===== config.mk =====
export PLATFORM = sky130hd
export DESIGN_NAME = vend_multi_product_ctrl
export DESIGN_NICKNAME = d
export VERILOG_FILES = /design/src/rtl/vend_pkg.sv /design/src/rtl/vend_price_table.sv /design/src/rtl/vend_multi_product_ctrl.sv
export SDC_FILE = /design/constraint.sdc
export NUM_CORES = 1
export LEC_CHECK = 0
export BUFFER_PORTS_ARGS = -buffer_cell sky130_fd_sc_hd__buf_4
export CAP_MARGIN = 20
export CORE_MARGIN = 8
export CORE_UTILIZATION = 56
export DETAILED_ROUTE_END_ITERATION = 6
export PLACE_DENSITY = 0.78
export SETUP_SLACK_MARGIN = 0.15
export SYNTH_ARGS = -nofsm -noshare
export SYNTH_HDL_FRONTEND = slang
export SYNTH_SLANG_ARGS = --single-unit

===== constraint.sdc =====
create_clock -name clk -period 3.21 [get_ports clk]
set_clock_uncertainty 0.2 [all_clocks]
set_input_delay 0.4815 -clock clk [delete_from_list [all_inputs] [get_ports clk]]
set_output_delay 0.4815 -clock clk [all_outputs]
set_load 0.03 [all_outputs]

===== src/rtl/vend_pkg.sv =====
// rtl/vend_pkg.sv - shared state encoding and selector-width helpers for the vending controller
package vend_pkg;

    typedef enum logic [1:0] {
        IDLE     = 2'd0,
        COLLECT  = 2'd1,
        DISPENSE = 2'd2,
        CHANGE   = 2'd3
    } vend_state_e;

    // Selector width: at least one bit even for a single-product machine.
    function automatic int vend_sel_w(input int n);
        return (n <= 2) ? 1 : $clog2(n);
    endfunction

    // True when a product index addresses a real table entry.
    function automatic logic vend_idx_ok(input int idx, input int n);
        return idx < n;
    endfunction

endpackage


===== src/rtl/vend_price_table.sv =====
// rtl/vend_price_table.sv - N_PROD x W price register file, one write port, async read
module vend_price_table
    import vend_pkg::*;
#(
    parameter  int W         = 8,
    parameter  int N_PROD    = 4,
    parameter  int PRICE_RST = 25,
    localparam int SW        = vend_sel_w(N_PROD)
) (
    input  logic          clk,
    input  logic          nrst,
    input  logic          we,
    input  logic [SW-1:0] wr_idx,
    input  logic [W-1:0]  wr_data,
    input  logic [SW-1:0] rd_idx,
    output logic [W-1:0]  rd_data
);

    logic [W-1:0] mem_q [N_PROD];
    logic [W-1:0] mem_d [N_PROD];

    // Next table contents: a single in-range write per cycle.
    always_comb begin
        mem_d = mem_q;
        if (we && vend_idx_ok(int'(wr_idx), N_PROD)) begin
            mem_d[wr_idx] = wr_data;
        end
    end

    // Table storage; every entry returns to the default price on reset.
    always_ff @(posedge clk or negedge nrst) begin
        if (!nrst) begin
            for (int i = 0; i < N_PROD; i++) begin
                mem_q[i] <= W'(PRICE_RST);
            end
        end else begin
            mem_q <= mem_d;
        end
    end

    // Out-of-range reads return zero; callers reject those indices anyway.
    always_comb begin
        rd_data = '0;
        if (vend_idx_ok(int'(rd_idx), N_PROD)) begin
            rd_data = mem_q[rd_idx];
        end
    end

endmodule


===== src/rtl/vend_multi_product_ctrl.sv =====
// rtl/vend_multi_product_ctrl.sv - multi-product vending controller; VEND_STOCK_EN adds per-product stock counters
module vend_multi_product_ctrl
    import vend_pkg::*;
#(
    parameter  int W         = 8,
    parameter  int N_PROD    = 4,
    parameter  int PRICE_RST = 25,
    parameter  int STOCK_W   = 4,
    localparam int SW        = vend_sel_w(N_PROD)
) (
    input  logic               clk,
    input  logic               nrst,
    input  logic               coin_valid,
    input  logic [W-1:0]       coin_val,
    input  logic               sel_valid,
    input  logic [SW-1:0]      sel_idx,
    input  logic               cancel,
    input  logic               price_we,
    input  logic [SW-1:0]      price_idx,
    input  logic [W-1:0]       price_data,
    input  logic               stock_ld,
    input  logic [SW-1:0]      stock_idx,
    input  logic [STOCK_W-1:0] stock_data,
    input  logic               change_ack,
    output logic [W-1:0]       total,
    output logic               busy,
    output logic               disp,
    output logic [SW-1:0]      disp_idx,
    output logic               change_valid,
    output logic [W-1:0]       change_amt,
    output logic               coin_reject,
    output logic               short_funds,
    output logic               sold_out
);

    vend_state_e   state_q, state_d;
    logic [W-1:0]  total_q, total_d;
    logic [W-1:0]  change_amt_q, change_amt_d;
    logic [SW-1:0] disp_idx_q, disp_idx_d;
    logic          disp_q, disp_d;
    logic          busy_q, busy_d;
    logic          change_valid_q, change_valid_d;
    logic          coin_reject_q, coin_reject_d;
    logic          short_funds_q, short_funds_d;

    logic [W-1:0]  price_sel;
    logic [W:0]    coin_sum;
    logic          coin_ovf;
    logic          sel_ok;

    // Prices can only change while the machine is idle.
    vend_price_table #(
        .W         (W),
        .N_PROD    (N_PROD),
        .PRICE_RST (PRICE_RST)
    ) u_price_table (
        .clk     (clk),
        .nrst    (nrst),
        .we      (price_we && (state_q == IDLE)),
        .wr_idx  (price_idx),
        .wr_data (price_data),
        .rd_idx  (sel_idx),
        .rd_data (price_sel)
    );

    assign coin_sum = {1'b0, total_q} + {1'b0, coin_val};
    assign coin_ovf = coin_sum[W];
    assign sel_ok   = vend_idx_ok(int'(sel_idx), N_PROD);

`ifdef VEND_STOCK_EN
    logic [STOCK_W-1:0] stock_q [N_PROD];
    logic [STOCK_W-1:0] stock_d [N_PROD];
    logic               sold_out_q, sold_out_d;

    // Stock bookkeeping: decrement on the dispense cycle, a load to the same entry overrides it.
    always_comb begin
        stock_d = stock_q;
        if ((state_q == DISPENSE) && (stock_q[disp_idx_q] != '0)) begin
            stock_d[disp_idx_q] = stock_q[disp_idx_q] - STOCK_W'(1);
        end
        if (stock_ld && vend_idx_ok(int'(stock_idx), N_PROD)) begin
            stock_d[stock_idx] = stock_data;
        end
    end

    // Stock counters start empty after reset.
    always_ff @(posedge clk or negedge nrst) begin
        if (!nrst) begin
            for (int i = 0; i < N_PROD; i++) begin
                stock_q[i] <= '0;
            end
            sold_out_q <= 1'b0;
        end else begin
            stock_q    <= stock_d;
            sold_out_q <= sold_out_d;
        end
    end

    assign sold_out = sold_out_q;
`else
    logic unused_stock;
    assign unused_stock = ^{stock_ld, stock_idx, stock_data};
    assign sold_out     = 1'b0;
`endif

    // Next-state and datapath: cancel beats sel beats coin within IDLE/COLLECT.
    always_comb begin
        state_d       = state_q;
        total_d       = total_q;
        change_amt_d  = change_amt_q;
        disp_idx_d    = disp_idx_q;
        coin_reject_d = 1'b0;
        short_funds_d = 1'b0;
`ifdef VEND_STOCK_EN
        sold_out_d    = 1'b0;
`endif
        case (state_q)
            IDLE, COLLECT: begin
                if (cancel && (state_q == COLLECT)) begin
                    change_amt_d  = total_q;
                    total_d       = '0;
                    state_d       = CHANGE;
                    coin_reject_d = coin_valid;
                end else if (sel_valid) begin
                    coin_reject_d = coin_valid;
                    if (!sel_ok) begin
                        short_funds_d = 1'b1;
`ifdef VEND_STOCK_EN
                    end else if (stock_q[sel_idx] == '0) begin
                        sold_out_d = 1'b1;
`endif
                    end else if (total_q >= price_sel) begin
                        disp_idx_d   = sel_idx;
                        change_amt_d = total_q - price_sel;
                        total_d      = '0;
                        state_d      = DISPENSE;
                    end else begin
                        short_funds_d = 1'b1;
                    end
                end else if (coin_valid) begin
                    if (coin_ovf) begin
                        coin_reject_d = 1'b1;
                    end else begin
                        total_d = coin_sum[W-1:0];
                        state_d = COLLECT;
                    end
                end
            end
            DISPENSE: begin
                coin_reject_d = coin_valid;
                state_d       = (change_amt_q != '0) ? CHANGE : IDLE;
            end
            CHANGE: begin
                coin_reject_d = coin_valid;
                if (change_ack) begin
                    change_amt_d = '0;
                    state_d      = IDLE;
                end
            end
            default: begin
                state_d = IDLE;
            end
        endcase

        // Status outputs follow the state being entered so they line up with it.
        disp_d         = (state_d == DISPENSE);
        change_valid_d = (state_d == CHANGE);
        busy_d         = disp_d || change_valid_d;
    end

    // State, credit and registered outputs.
    always_ff @(posedge clk or negedge nrst) begin
        if (!nrst) begin
            state_q        <= IDLE;
            total_q        <= '0;
            change_amt_q   <= '0;
            disp_idx_q     <= '0;
            disp_q         <= 1'b0;
            busy_q         <= 1'b0;
            change_valid_q <= 1'b0;
            coin_reject_q  <= 1'b0;
            short_funds_q  <= 1'b0;
        end else begin
            state_q        <= state_d;
            total_q        <= total_d;
            change_amt_q   <= change_amt_d;
            disp_idx_q     <= disp_idx_d;
            disp_q         <= disp_d;
            busy_q         <= busy_d;
            change_valid_q <= change_valid_d;
            coin_reject_q  <= coin_reject_d;
            short_funds_q  <= short_funds_d;
        end
    end

    assign total        = total_q;
    assign busy         = busy_q;
    assign disp         = disp_q;
    assign disp_idx     = disp_idx_q;
    assign change_valid = change_valid_q;
    assign change_amt   = change_amt_q;
    assign coin_reject  = coin_reject_q;
    assign short_funds  = short_funds_q;

endmodule


==> results.cfg <==
[final_layout]
antennaDiodeCount = 0
final_cell_count_no_fill = 419
synthToLayoutAreaGrowth_pct = 21.57
nets = 394
final_cell_mix = buf_4, dfrtp_1, mux2_2
layout-drive-gt1-share_pct = 37.46
final_common_cell = buf_4

[power_and_ir_drop]
power.total_mw = 4.553
ir_drop_uv = 562.8
clkPwrFrac_pct = 16.4
p_sw_mw = 1.866
p_int_mw = 2.688
p_seq_share_pct = 30.2
netSwitchingFraction_pct = 40.98
cellLeakagePower_nw = 1.801
pwr-share-comb_pct = 53.4
p_per_area_nw_per_um2 = 1166

[detailed_routing]
drtIter0Drc = 122
post_drt_wl_per_cell_um = 17.33
drtPass1Iterations = 4
routed_wl_mm = 7.261
viasPerCell = 5.804
drc_errors = 0
antenna_left = 0
vias = 2432

[synthesis]
yosysSeqAreaShare_pct = 44.86
synth_edf_count = 0
synth_area_um2 = 3213
ys_ff_latch = 57
synth_nets = 335
syn_inst = 283
syn_area_per_cell_um2 = 11.35
synth-async-reset-ratio_pct = 100.0
ys_warn_count = 0
synthDistinctLibCells = 50
synth-main-ff-cell = dfrtp_1

[timing]
setup_viol = 0
slew_viol_final = 0
finalCriticalPeriod_ns = 2.894
fin_setup_tns_ns = 0
worst_pin_slew_ns = 0.7005
grt_setup_unrepaired = no
hold_violations = 13
hold_slack_ns = -0.02399
min_period_over_period_pct = 90.15
max_freq_mhz = 345.6
max_slew_margin_pct = 53.04

[cts]
cts_hold_buffers = 0
cts_tree = yes
clock_sinks = 57
clk_latency_ns = 0.34
clk_pin_slew_worst_paths_ns = 0.07
cts-root-buf = clkbuf_8
cts_setup_buffers = 0
htree_levels = 3
cts_buffer_depth = 2
numCtsBuffers = 9

[critical_path]
rrSetupSlack_ns = 0.32
cpMostUsedCell = a31oi_2
cpPeakStageDelay_ns = 0.53
crit_chain = mux4_2 -> ha_1 -> inv_1 -> fa_1 -> and3_1 -> o21ai_1 -> a31oi_2 -> o21ai_4 -> a31oi_2 -> buf_4 -> o22ai_1
worst_ep_required_time_ns = 3.26
crit_path_top_delay_cell = dfstp_2
cp_data_arrival_time_ns = 2.95
crit_path_end_kind = flop
cp_num_buf_inv = 2
critPathKind = flop to flop
start_kind = flop
cp_top_family = compound AO/OA/AOI/OAI gates
path_max_fanout = 8

[global_routing]
grt_first_pass_wirelength_mm = 12.02
grt_overflow = 0
grt_pass1_vias = 2553
grt_max_degree = 58
grt_usage_pct = 17.86
antenna_found_initial = 0

[floorplan]
die_height_um = 91.75
initial_utilization_pct = 57.99
pin_count = 58
dieArea_um2 = 8417
die_w_um = 91.75
core_um2 = 5540
row_count = 27

[hold_path]
hp-class = input pin to asynchronous set/reset pin

[status]
violations = negative hold slack
outcome = finished, violations left

[run]
drv_cap = 0

[placed_design]
dp_hpwl_mm = 5.390
gp_congestion = 0.8498
port_buffers = 49
dpl.cell_count = 403
## layer usage
metal	wire (um)	GRT usage (%)	part of all wire, %	vias to the layer above
met1	3007	19.31	41	1206
met5	0	0	0	-
met3	401	6.357	5.5	15
li1	-	-	-	1158
met2	3717	31.21	51	53
met4	135	7.114	1.9	0
## repair_timing
| action | CTS | global route |
|---|---|---|
| resized for setup | 0 | 3 |
| hold endpoints to repair | 0 | 0 |
| endpoints found under the setup margin | 0 | 2 |
## path summary, 6_finish.rpt
check	startpoint	to	cells past startpoint
hold reg to reg	disp_idx[0]	disp_idx[0]	1
hold / removal	nrst	total[5]	1
setup / recovery	u_price_table.mem_q[0]	total[3]	11
max in group asynchronous	nrst	total[3]	1
setup reg to reg	u_price_table.mem_q[0]	total[3]	11
min in group clk	price_data[1]	u_price_table.mem_q[9]	2
## synth_stat cells, types with 2 or more instances
cell      instances  area, um2
a22oi_1           3      22.52
and2_1            2      12.51
mux4_2            8      180.2
xnor2_1           4      35.03
dfrtp_1          45       1126
clkbuf_1          2      7.510
a31oi_1           3      18.77
nand2_1          10      37.54
mux2_1            2      22.52
inv_1            22      82.58
o21ai_1           2      10.01
nand2b_1          2      12.51
fa_1              2      40.04
a31oi_2           2      25.02
o21a_1            3      22.52
nor2b_1           2      12.51
dfstp_2          12      315.3
a211oi_1          3      22.52
a21oi_1          15      75.07
a21o_1            4      30.03
o22ai_1           7      43.79
buf_2             3      15.01
xor2_1            8      70.07
o221ai_1          3      26.28
nor4_1            3      18.77
o21ai_0           7      35.03
nor2_1           22      82.58
nor3_1            4      20.02
nand3_1           6      30.03
and3_1            6      37.54
ha_1             16      200.2
mux2_2           32      360.4
## per-stage QoR
step	setup WS, ns	utilization, %	cell area [um2]
floorplan	0.1534	-	3216
CTS	0.2619	70.37	3899
detailed placement	-0.04144	66.40	3679
global route	0.1550	70.51	3906
finish	0.3162	70.51	3906
global placement	0.04178	66.40	3679
## kinds of logic (layout without fill, tap and decap cells)
logic type,count (synthesis),in the layout,share of synthesized area [%]
adders and majority gates,18,18,7.477
other,1,1,0.1167
buffers and inverters,28,92,3.505
DFF,57,57,44.86
AOI/OAI and AO/OA,62,62,13.32
xor gates and xnor gates,12,12,3.271
and+or+nand+nor,63,63,9.931
muxes,42,42,17.52
## power by group through the flow
| stage | clock network [mW] | registers [mW] | logic (mW) |
|---|---|---|---|
| floorplan | 0 | 1.54 | 1.55 |
| global placement | 0 | 1.37 | 2.33 |
| detailed placement | 0 | 1.38 | 2.40 |
| CTS | 0.756 | 1.37 | 2.41 |
| global route | 0.785 | 1.42 | 2.66 |
| finish | 0.748 | 1.38 | 2.43 |
## area by class of cell
| class | instances | area, um2 |
|---|---|---|
| multi-input combinational | 198 | 1667 |
| fill | 415 | 1634 |
| tap | 72 | 90.09 |
| clock inverter | 5 | 78.83 |
| timing repair buffer | 54 | 405.4 |
| sequential | 57 | 1441 |
| inverter | 22 | 82.58 |
| clock buffer | 11 | 141.4 |
## state kept, by name, summed over array words and instances, names as in the netlist, 2 cells and up
signal / cells
u_price_table.mem_q: 32
state_q: 2
change_amt: 8
total: 8
disp_idx: 2
Power figures use the tool's default switching activity.
